**src/rtl/pc_seq_pkg.sv**
```systemverilog
// Shared types and constants for the program-counter sequencer.
package pc_seq_pkg;

    typedef enum logic [1:0] {
        IDLE  = 2'd0,
        FETCH = 2'd1,
        EXEC  = 2'd2
    } pc_seq_state_e;

    localparam logic [31:0] PC_RESET_VALUE = 32'h0000_0000;
    localparam logic [31:0] PC_INCR        = 32'd4;

    // Signed word offset converted to a byte displacement.
    function automatic logic [31:0] offset_to_bytes(input logic [7:0] offset);
        return {{22{offset[7]}}, offset, 2'b00};
    endfunction

endpackage

```
**src/rtl/pc_sequencer_if.sv**
```systemverilog
// Bus between the core datapath/memories (master) and the PC sequencer (slave).
interface pc_sequencer_if;
    logic        IMEM_BUSYWAIT;
    logic        DMEM_BUSYWAIT;
    logic        JUMP_EN;
    logic        BRANCH_EN;
    logic        BNE_EN;
    logic        ZERO;
    logic [7:0]  OFFSET;
    logic [31:0] PC;
    logic        IMEM_READ;
    logic        INSTR_VALID;
    logic        STALL;

    modport master (
        output IMEM_BUSYWAIT, DMEM_BUSYWAIT, JUMP_EN, BRANCH_EN, BNE_EN, ZERO, OFFSET,
        input  PC, IMEM_READ, INSTR_VALID, STALL
    );

    modport slave (
        input  IMEM_BUSYWAIT, DMEM_BUSYWAIT, JUMP_EN, BRANCH_EN, BNE_EN, ZERO, OFFSET,
        output PC, IMEM_READ, INSTR_VALID, STALL
    );
endinterface

```
**src/rtl/pc_target_calc.sv**
```systemverilog
// Combinational sequential-PC and branch/jump target adders (modulo 2^32).
module pc_target_calc
    import pc_seq_pkg::*;
(
    input  logic [31:0] pc_i,
    input  logic [7:0]  offset_i,
    output logic [31:0] pc_plus4_o,
    output logic [31:0] target_o
);

    assign pc_plus4_o = pc_i + PC_INCR;
    assign target_o   = pc_plus4_o + offset_to_bytes(offset_i);

endmodule

```
**src/rtl/pc_sequencer.sv**
```systemverilog
// Fetch/execute PC sequencer with registered outputs.
// Define PC_SEQ_BNE_EN to enable branch-if-not-equal target selection.
module pc_sequencer
    import pc_seq_pkg::*;
(
    input  logic         CLK,
    input  logic         RESET,
    pc_sequencer_if.slave bus
);

    pc_seq_state_e state_q;
    logic [31:0]   pc_q;
    logic [31:0]   pc_d;
    logic          imem_read_q;
    logic          instr_valid_q;
    logic          stall_q;

    logic [31:0]   pc_plus4;
    logic [31:0]   pc_target;
    logic          take_target;

    pc_target_calc u_target_calc (
        .pc_i       (pc_q),
        .offset_i   (bus.OFFSET),
        .pc_plus4_o (pc_plus4),
        .target_o   (pc_target)
    );

    // Priority: jump, then branch-if-equal, then branch-if-not-equal.
    always_comb begin
        take_target = 1'b0;
        if (bus.JUMP_EN) begin
            take_target = 1'b1;
        end else if (bus.BRANCH_EN) begin
            take_target = bus.ZERO;
`ifdef PC_SEQ_BNE_EN
        end else if (bus.BNE_EN) begin
            take_target = !bus.ZERO;
`else
        end else if (bus.BNE_EN) begin
            take_target = 1'b0;
`endif
        end
        pc_d = take_target ? pc_target : pc_plus4;
    end

    always_ff @(posedge CLK or posedge RESET) begin
        if (RESET) begin
            state_q       <= IDLE;
            pc_q          <= PC_RESET_VALUE;
            imem_read_q   <= 1'b0;
            instr_valid_q <= 1'b0;
            stall_q       <= 1'b0;
        end else begin
            case (state_q)
                IDLE: begin
                    state_q     <= FETCH;
                    imem_read_q <= 1'b1;
                end
                FETCH: begin
                    if (!bus.IMEM_BUSYWAIT) begin
                        state_q       <= EXEC;
                        imem_read_q   <= 1'b0;
                        instr_valid_q <= 1'b1;
                        stall_q       <= 1'b0;
                    end
                end
                EXEC: begin
                    if (bus.DMEM_BUSYWAIT) begin
                        stall_q <= 1'b1;
                    end else begin
                        pc_q          <= pc_d;
                        state_q       <= FETCH;
                        imem_read_q   <= 1'b1;
                        instr_valid_q <= 1'b0;
                        stall_q       <= 1'b0;
                    end
                end
                default: begin
                    state_q       <= IDLE;
                    imem_read_q   <= 1'b0;
                    instr_valid_q <= 1'b0;
                    stall_q       <= 1'b0;
                end
            endcase
        end
    end

    assign bus.PC          = pc_q;
    assign bus.IMEM_READ   = imem_read_q;
    assign bus.INSTR_VALID = instr_valid_q;
    assign bus.STALL       = stall_q;

endmodule

```
**src/flat_wrapper.sv**
```systemverilog
// flat-port wrapper written by rule: the top's interface ports become plain ports
module pc_sequencer_flat import pc_seq_pkg::*;
  (CLK, RESET, bus_IMEM_BUSYWAIT, bus_DMEM_BUSYWAIT, bus_JUMP_EN, bus_BRANCH_EN, bus_BNE_EN, bus_ZERO, bus_OFFSET, bus_PC, bus_IMEM_READ, bus_INSTR_VALID, bus_STALL);
  pc_sequencer_if bus_i ();
  input  logic CLK;
  input  logic RESET;
  input wire logic [$bits(bus_i.IMEM_BUSYWAIT)-1:0] bus_IMEM_BUSYWAIT;
  input wire logic [$bits(bus_i.DMEM_BUSYWAIT)-1:0] bus_DMEM_BUSYWAIT;
  input wire logic [$bits(bus_i.JUMP_EN)-1:0] bus_JUMP_EN;
  input wire logic [$bits(bus_i.BRANCH_EN)-1:0] bus_BRANCH_EN;
  input wire logic [$bits(bus_i.BNE_EN)-1:0] bus_BNE_EN;
  input wire logic [$bits(bus_i.ZERO)-1:0] bus_ZERO;
  input wire logic [$bits(bus_i.OFFSET)-1:0] bus_OFFSET;
  output wire logic [$bits(bus_i.PC)-1:0] bus_PC;
  output wire logic [$bits(bus_i.IMEM_READ)-1:0] bus_IMEM_READ;
  output wire logic [$bits(bus_i.INSTR_VALID)-1:0] bus_INSTR_VALID;
  output wire logic [$bits(bus_i.STALL)-1:0] bus_STALL;
  assign bus_i.IMEM_BUSYWAIT = bus_IMEM_BUSYWAIT;
  assign bus_i.DMEM_BUSYWAIT = bus_DMEM_BUSYWAIT;
  assign bus_i.JUMP_EN = bus_JUMP_EN;
  assign bus_i.BRANCH_EN = bus_BRANCH_EN;
  assign bus_i.BNE_EN = bus_BNE_EN;
  assign bus_i.ZERO = bus_ZERO;
  assign bus_i.OFFSET = bus_OFFSET;
  assign bus_PC = bus_i.PC;
  assign bus_IMEM_READ = bus_i.IMEM_READ;
  assign bus_INSTR_VALID = bus_i.INSTR_VALID;
  assign bus_STALL = bus_i.STALL;
  pc_sequencer u_core (.CLK(CLK), .RESET(RESET), .bus(bus_i));
endmodule
```
**config.mk**
```make
export PLATFORM = sky130hd
export DESIGN_NAME = pc_sequencer_flat
export DESIGN_NICKNAME = d
export VERILOG_FILES = /design/src/rtl/pc_seq_pkg.sv /design/src/rtl/pc_sequencer_if.sv /design/src/rtl/pc_target_calc.sv /design/src/rtl/pc_sequencer.sv /design/src/flat_wrapper.sv
export SDC_FILE = /design/constraint.sdc
export NUM_CORES = 1
export LEC_CHECK = 0
export CAP_MARGIN = 20
export CORE_MARGIN = 4
export CORE_UTILIZATION = 61
export CTS_CLUSTER_DIAMETER = 30
export DETAILED_ROUTE_END_ITERATION = 12
export HOLD_SLACK_MARGIN = 0.15
export PLACE_DENSITY = 0.95
export SLEW_MARGIN = 20
export SYNTH_ARGS = -nofsm -noshare
export SYNTH_HDL_FRONTEND = slang
export SYNTH_SLANG_ARGS = --single-unit
```
**constraint.sdc**
```tcl
create_clock -name CLK -period 7.9 [get_ports CLK]
set_input_delay 1.58 -clock CLK [delete_from_list [all_inputs] [get_ports CLK]]
set_output_delay 1.58 -clock CLK [all_outputs]
set_load 0.01 [all_outputs]
```
# Word-level counts from Yosys, hierarchy flattened
# Cells that the tools add are included.
# totals
wordCells,32
inputBits,16
register_bits,37
# op_classes
bitwise,2
n_eq_ne,4
add_sub_neg,2
n_reduce_logical,5
mux,14
# ops
operator,n
"adder 32 x 3 -> 32 bit, second input constant",1
adder 32 bit,1
two-way mux 32 bit,1
case mux 1 bit (3 select lines),3
two-way mux 1 bit,7
case mux 2 bit (3 select lines),1
AND reduction 2 bit,3
two-way mux 2 bit,2
"inequality test 2 bit, second input constant",2
AND reduction 3 bit,1
"equality test 2 x 1 -> 1 bit, second input constant",1
"equality test 2 bit, second input constant",1
zero test 2 bit,1
inverter 1 bit,2

# Longest topological paths before layout
# Gate-level depths: netlist (run 1).
# logic_depth
ltp_word,3
ltp_mapped,17
depth_no_buf,16

# By module
# A second synthesis (run 1) with hierarchy kept.
# unflattened
cells_unflattened,516
area_unflattened_um2,4246.6
# modules_own_cells
module,area_per_inst_um2,seq_area_each_um2,n_inst,cells_per_inst
pc_target_calc,2322.2,0.0,1,316
pc_sequencer,1924.3,925.9,1,200

# Worst setup path after synthesis (run 1)
# Ideal clock, no wire load.
# synth_path
path_type,input to register
start,input port bus_OFFSET[0]
end,"register u_core.pc_q[28], in the netlist u_core.bus.PC[28]"
arrival_time_ps,3739
required_time_ps,7827
path_stages,11
path_slack_ps,4087
cell_sequence,ha_1 > fa_1 > a211oi_2 > nor2_2 > o21ai_4 > o21ai_1 > a31oi_1 > nor4_1 > a211o_1 > mux2_4 > a21oi_2
# synth_between
elab_chain_cells,2
# synth_lines
element,line_no,text
"start, declared",flat_wrapper.sv:13,input wire logic [$bits(bus_i.OFFSET)-1:0] bus_OFFSET;
adder 32 bit,pc_target_calc.sv:12,assign target_o = pc_plus4_o + offset_to_bytes(offset_i);
two-way mux 32 bit,pc_sequencer.sv:44,pc_d = take_target ? pc_target : pc_plus4;
"end signal, assigned",pc_sequencer.sv:72,pc_q <= pc_d;
"end, declared",pc_sequencer.sv:12,logic [31:0] pc_q;
# No other way between the ends.
# A chain may end at the register's enable or synchronous reset.

# Final worst setup path (run 1)
# layout_path
start,"register u_core.pc_q[2], in the netlist u_core.bus.PC[2]"
end,"register u_core.pc_q[31], in the netlist u_core.bus.PC[31]"
# layout_between
elab_chain_cells,3
# layout_lines
element,line_no,text
adder 32 x 3 -> 32 bit (*),pc_target_calc.sv:11,assign pc_plus4_o = pc_i + PC_INCR;
adder 32 bit,pc_target_calc.sv:12,
two-way mux 32 bit (*),pc_sequencer.sv:44,
# Mark *: on every way between the ends. The rest lies on a longest branch, timed or not.

==> results of run 1 <==
[cell families (layout without fill, tap and decap cells)]
| family | after synthesis | after routing | share of synthesized area (%) |
|---|---|---|---|
| and+or+nand+nor | 190 | 190 | 23.9 |
| buffers and inverters | 32 | 70 | 3.65 |
| DFF | 34 | 34 | 21.8 |
| AOI/OAI and AO/OA | 161 | 161 | 25.8 |
| xor gates and xnor gates | 50 | 50 | 11.2 |
| adders and majority gates | 38 | 38 | 12.4 |
| other | 1 | 2 | 0.0961 |
| muxes | 4 | 4 | 1.15 |
[layer usage]
layer | wire, microns | vias to the layer above | global-route usage [%]
li1 | - | 1929 | -
met1 | 4330 | 1848 | 34.5
met2 | 5140 | 171 | 48.4
met3 | 666 | 30 | 2.35
met4 | 357 | 0 | 12.1
met5 | 0 | - | 0
[stage by stage]
stage	hold WS (ns)	instances	worst slack [ns]	area, sq um
after floorplan	0.504	511	4.09	3910
after global routing	0.510	624	2.97	4530
final	0.496	624	3.31	4530
after CTS	0.494	623	3.42	4500
after detailed placement	0.481	615	3.09	4410
after global placement	0.457	615	3.16	4410
[state kept, by name, indices dropped and copies added, names as in the netlist]
name and cells:
u_core.bus.INSTR_VALID 1, u_core.bus.PC 30, u_core.state_q 2, u_core.bus.STALL 1
[final timing paths]
check,start,endpoint,slack [ns],depth (start not counted)
worst max register to register,u_core.bus.PC[2],u_core.bus.PC[31],3.31,15
worst max-delay path,u_core.bus.PC[2],u_core.bus.PC[31],3.31,15
worst min register to register,u_core.bus.PC[31],u_core.bus.PC[31],0.50,1
min in group asynchronous,RESET,u_core.state_q[0],1.69,3
max in group asynchronous,RESET,u_core.bus.PC[7],5.87,3
worst min-delay path,u_core.bus.PC[31],u_core.bus.PC[31],0.50,1
[power by group]
group / total [uW] / leakage, uW / switching (uW) / internal [uW]
logic: 1300 / 0.00152 / 696 / 599
clock network: 137 / 0.0000441 / 75.1 / 62.1
registers: 397 / 0.000409 / 141 / 256
[cell type report]
type	count	area (sq um)	area share [%]
well taps	75	93.8	2.07
flip-flops and latches	34	851	18.8
multi-input cells	445	2930	64.7
inverters	10	37.5	0.828
repair buffers	52	528	11.7
clock inverters	3	21.3	0.469
clock buffers	5	68.8	1.52
[layout by cell type (no fill, tap or decap), types with 7 or more instances in the layout]
| master | Yosys | routed |
|---|---|---|
| nand3_1 | 24 | 24 |
| a21oi_1 | 53 | 52 |
| xnor2_1 | 26 | 26 |
| a31oi_1 | 9 | 9 |
| ha_1 | 37 | 37 |
| dfrtp_1 | 34 | 34 |
| o22ai_1 | 9 | 9 |
| nand4_1 | 7 | 7 |
| nor3_1 | 13 | 13 |
| nor2_1 | 45 | 45 |
| o21ai_1 | 23 | 23 |
| xor2_1 | 24 | 24 |
| inv_1 | 10 | 10 |
| a21o_1 | 14 | 14 |
| o21ai_0 | 20 | 20 |
| and3_1 | 8 | 8 |
| nand2_1 | 59 | 59 |
| clkdlybuf4s50_1 | 0 | 47 |
==> run metrics, run 1 <==
kind of critical path=reg -> reg; area fraction of the dominant cell type after synthesis=approximately 22%; DR WL/cell=16.8 microns; flops & latches, synth=34; Yosys top cell by area=dfrtp_1; worst endpoint required time=8.12 ns; Vert. Die Dim=88.0 microns; synthesized area per cell=~7.7 sq um; clk_lat worst skew=0.29 ns; CP max stage cell=nor3_1; f_max=218 MHz; Initial DRC Count=327; Die Area=7740 sq um; Tmin final=about 4.6 ns; CORE AREA=just over 6000 sq um; number of max-cap violations=0; initial antenna violation count=0; Starting Density=64.4%; most instantiated cells after synthesis=59 x nand2_1, 53 x a21oi_1, 45 x nor2_1, 37 x ha_1, 34 x dfrtp_1; GPL Wtd Cong=0.930; vias in the first global route=3856; final hold viol count=0; Post-CTS Setup Inserts=0; Min-Delay Path Class=reg -> reg; Leakage=roughly 0.002 uW; cell with the most instances after synthesis=nand2_1; worst path buffer plus inverter count=0; Post-Syn Area=around 4000 sq um; setup TNS=0 ns; Critical Path AT=just under 5 ns; Least-Margin Pin Slew=1.07 ns; post-synth cell types=61; vias per inst=6.38; DRC Markers=0; fin crit share=58.1%; die width=88.0 microns; YS warnings=0; H-Tree Depth=2; Synth area leaders=dfrtp_1 22%, ha_1 12%, a21oi_1 6.8%; n_diodes=0; Final #Nets=approximately 600; CTS Hold Bufs=0; Syn-to-layout area delta=16.1%; slowest stage delay, CP=0.75 ns; Rows=28; Final Util=74.8%; Post-DP HPWL=7.42 mm; Slew Limit Fails=0; setup violators final=0; global-route wire length before repair=around 17 mm; worst vdd ir=~0.25 mV; I/O pins=51; final wirelength=between 10 and 15 mm; CTS resizes=0; Clock Root Buffer=clkbuf_8; TritonCTS clock tree=yes; Cells after Synth=between 500 and 600; layout cell share with drive strength beyond 1=5.65%; CP Cell Sequence=ha_1 -> nand3_1 -> nor3_1 -> nand2_1 -> xnor2_1 -> ha_1 -> a21oi_1 -> o21ai_0 -> o41ai_1 -> o22ai_1 -> a21oi_1 -> mux2i_1 -> nand3_1 -> mux2i_1 -> xor2_1; number of fill cells in the layout=439; Startpoint Class=flip-flop; relative slew slack=roughly 29%; Routed Antenna Nets=0; CP max FO=8; gr usage total=27.6%; RSZ-0062 raised after global routing=false; status=finished clean; CTS Buf Count=5; Primary FF master, synth=dfrtp_1; pin count of the biggest net entering global routing=47; TritonCTS sink count=34; Clock Pin Slew Worst Setup and Hold Paths=0.08 ns; PortBufs=47; vias=3978; Pre-antenna DRT Iters=5; CP endpoint kind=flip-flop; CP top delay family=simple AND/OR/NAND/NOR gates; total grt overflow=0; Max clock buf depth=2; Post-synth ARST share=100%; PwrDens=between 400 and 500 nW/um^2; Layout Skew=about 0.0086 ns; EDFF count, synth=0; total power=1830 uW; sequential fraction of the synthesis area=a little over a fifth
No activity file was read; power rests on OpenSTA's default activity.
==> run 2, diff against run 1 <==
Settings changed: CORE_UTILIZATION 61 to 51, PLACE_DENSITY 0.95 to 0.87.
Clock period 7.9 ns to 4.2 ns, I/O delays scaled along.
==> run 2 against run 1 <==
Hold slack got worse by 0.025 ns; critical path depth rose by 2; clock skew fell by 0.0058 ns; power rose by 94%; utilization fell by 11 points; critical path type unchanged; sequential cell count did not move; largest cell class unchanged.
==> run metrics, run 2 (same netlist as run 1, synthesis figures left out) <==
slowest stage delay, CP=0.44 ns (-0.31 ns); status=finished clean; setup TNS=0 ns (unchanged); Hold EP=u_core.bus.PC[31]; Slew Limit Fails=0 (unchanged); CP endpoint kind=flip-flop; vias per inst=6.24 (-2.1%); gr usage total=24.9% (-2.7 points); max reg flops=30 (unchanged); number of max-cap violations=0 (unchanged); GPL Wtd Cong=0.928 (-0.31%); Post-CTS Setup Inserts=0 (unchanged); global-route wire length before repair=18.4 mm (+6.8%); total power=3560 uW (+94%); f_max=251 MHz (+15%); hold path startpoint=u_core.bus.PC[31]; Initial DRC Count=345 (+5.5%); CP max FO=7 (-1); relative slew slack=45.9% (+17 points); H-Tree Depth=2 (unchanged); total grt overflow=0 (unchanged); Die Area=9120 sq um (+18%); Syn-to-layout area delta=19.6%; worst endpoint required time=4.42 ns (-3.70 ns); Least-Margin Pin Slew=0.808 ns (-0.262 ns); TritonCTS sink count=34 (unchanged); PortBufs=47 (unchanged); CTS Buf Count=5 (unchanged); worst vdd ir=0.480 mV (+92%); CP top delay family=simple AND/OR/NAND/NOR gates; Post-DP HPWL=7.96 mm (+7.2%); final hold viol count=0 (unchanged); Min-Delay Path Class=reg -> reg; kind of critical path=reg -> reg; layout cell share with drive strength beyond 1=8.39% (+2.7 points); reg2reg path depth=17 (+2); n_diodes=0 (unchanged); DR WL/cell=16.8 microns (+0.16%); setup violators final=0 (unchanged); Clock Root Buffer=clkbuf_8; number of fill cells in the layout=590 (+34%); most frequent cells in the layout=59 x nand2_1, 52 x a21oi_1, 47 x clkdlybuf4s50_1, 45 x nor2_1, 36 x ha_1; fin crit share=95.0% (+37 points); worst path buffer plus inverter count=1 (+1); PwrDens=762 nW/um^2 (+89%); CP Cell Sequence=and3_1 -> nand3_1 -> nor3_2 -> buf_4 -> and2_1 -> nand3_1 -> xnor2_1 -> ha_1 -> nand4_2 -> or2_1 -> or3b_1 -> o22ai_1 -> a21oi_1 -> mux2i_1 -> nand3_1 -> mux2i_1 -> xor2_1; Rows=31 (+11%); Vert. Die Dim=95.5 microns (+8.5%); Starting Density=53.3% (-11 points); CTS resizes=0 (unchanged); Startpoint Class=flip-flop; most frequent CP cell=nand3_1; Final Util=63.7% (-11 points); die width=95.5 microns (+8.5%); reg2reg start=u_core.bus.PC[10]; RSZ-0062 raised after global routing=false; Leakage=0.00203 uW (+3.2%); initial antenna violation count=0 (unchanged); clk_lat worst skew=0.29 ns (about the same); most common cell after layout, fill and taps aside=nand2_1; CTS Hold Bufs=0 (unchanged); Layout Skew=0.00282 ns (-0.00578 ns); vias=4113 (+3.4%); Critical Path AT=4.21 ns (-0.60 ns); final wirelength=11.1 mm (+5.8%); Tmin final=3.99 ns (-0.600 ns); pin count of the biggest net entering global routing=35 (-26%); CP max stage cell=dfrtp_2; reg2reg setup slack=0.21 ns (-3.10 ns); worst reg2reg path endpoint=u_core.bus.PC[31]; Max clock buf depth=2 (unchanged); I/O pins=51 (unchanged); Routed Antenna Nets=0 (unchanged); worst hold path depth=1 (unchanged); vias in the first global route=4072 (+5.6%); Clock Pin Slew Worst Setup and Hold Paths=0.08 ns (about the same); CORE AREA=7330 sq um (+21%); Pre-antenna DRT Iters=5 (unchanged); Final #Nets=613 (+1.8%); DRC Markers=0 (unchanged); TritonCTS clock tree=yes
## run 2: worst reg2reg max path, stage by stage, from the launching register on
cell     delay, ns
dfrtp_2       0.44
and3_1        0.23
nand3_1       0.23
nor3_2        0.23
buf_4         0.18
and2_1        0.21
nand3_1       0.16
xnor2_1       0.20
ha_1          0.36
nand4_2       0.12
or2_1         0.29
or3b_1        0.39
o22ai_1       0.15
a21oi_1       0.07
mux2i_1       0.16
nand3_1       0.13
mux2i_1       0.21
xor2_1        0.16
## run 2: how the worst max path moves through the flow
stage,startpoint,to,slack [ns],cells after the start
after floorplan,u_core.bus.PC[10],u_core.bus.PC[31],0.72,16
after global placement,u_core.bus.PC[10],u_core.bus.PC[31],0.33,17
after detailed placement,u_core.bus.PC[10],u_core.bus.PC[31],0.26,17
after CTS,u_core.bus.PC[10],u_core.bus.PC[31],0.22,17
after global routing,u_core.bus.PC[11],u_core.bus.PC[31],0.01,17
final,u_core.bus.PC[10],u_core.bus.PC[31],0.21,17
## run 2: power by group
group          internal (uW)  switching (uW)  total, uW
registers                485             269        754
logic                   1160            1340       2500
clock network            166             135        301
total                   1810            1740       3560
## run 2: through the flow
| step | worst slack [ns] | cells | instance area [sq um] | hold slack (ns) |
|---|---|---|---|---|
| detailed placement | 0.259 | 651 | 4550 | 0.456 |
| CTS | 0.221 | 659 | 4660 | 0.470 |
| global placement | 0.330 | 651 | 4550 | 0.458 |
| global route | 0.0110 | 659 | 4670 | 0.485 |
| finish | 0.209 | 659 | 4670 | 0.471 |
| floorplan | 0.724 | 511 | 3910 | 0.504 |
## run 2: area by class of cell
cell class / instances / area, sq um / share of cell area (%)
clock buffer: 8 / 110 / 2.36
inverter: 10 / 37.5 / 0.804
multi-input combinational: 445 / 2940 / 63.0
sequential: 34 / 855 / 18.3
tap: 99 / 124 / 2.65
timing repair buffer: 63 / 603 / 12.9
## run 2: routing by layer
metal | vias up | part of all wire, % | GRT usage, %
li1 | 1952 | - | -
met1 | 1948 | 41 | 30.7
met2 | 179 | 49 | 42.9
met3 | 34 | 6.5 | 3.47
met4 | 0 | 3.2 | 11.1
met5 | - | 0 | 0
==> run 3, diff against run 2 <==
Settings changed: SKIP_CTS_REPAIR_TIMING set to 1, SKIP_LAST_GASP set to 1.
==> results of run 3 <==
Final layout, timing and power as in run 2 (identical DEF).
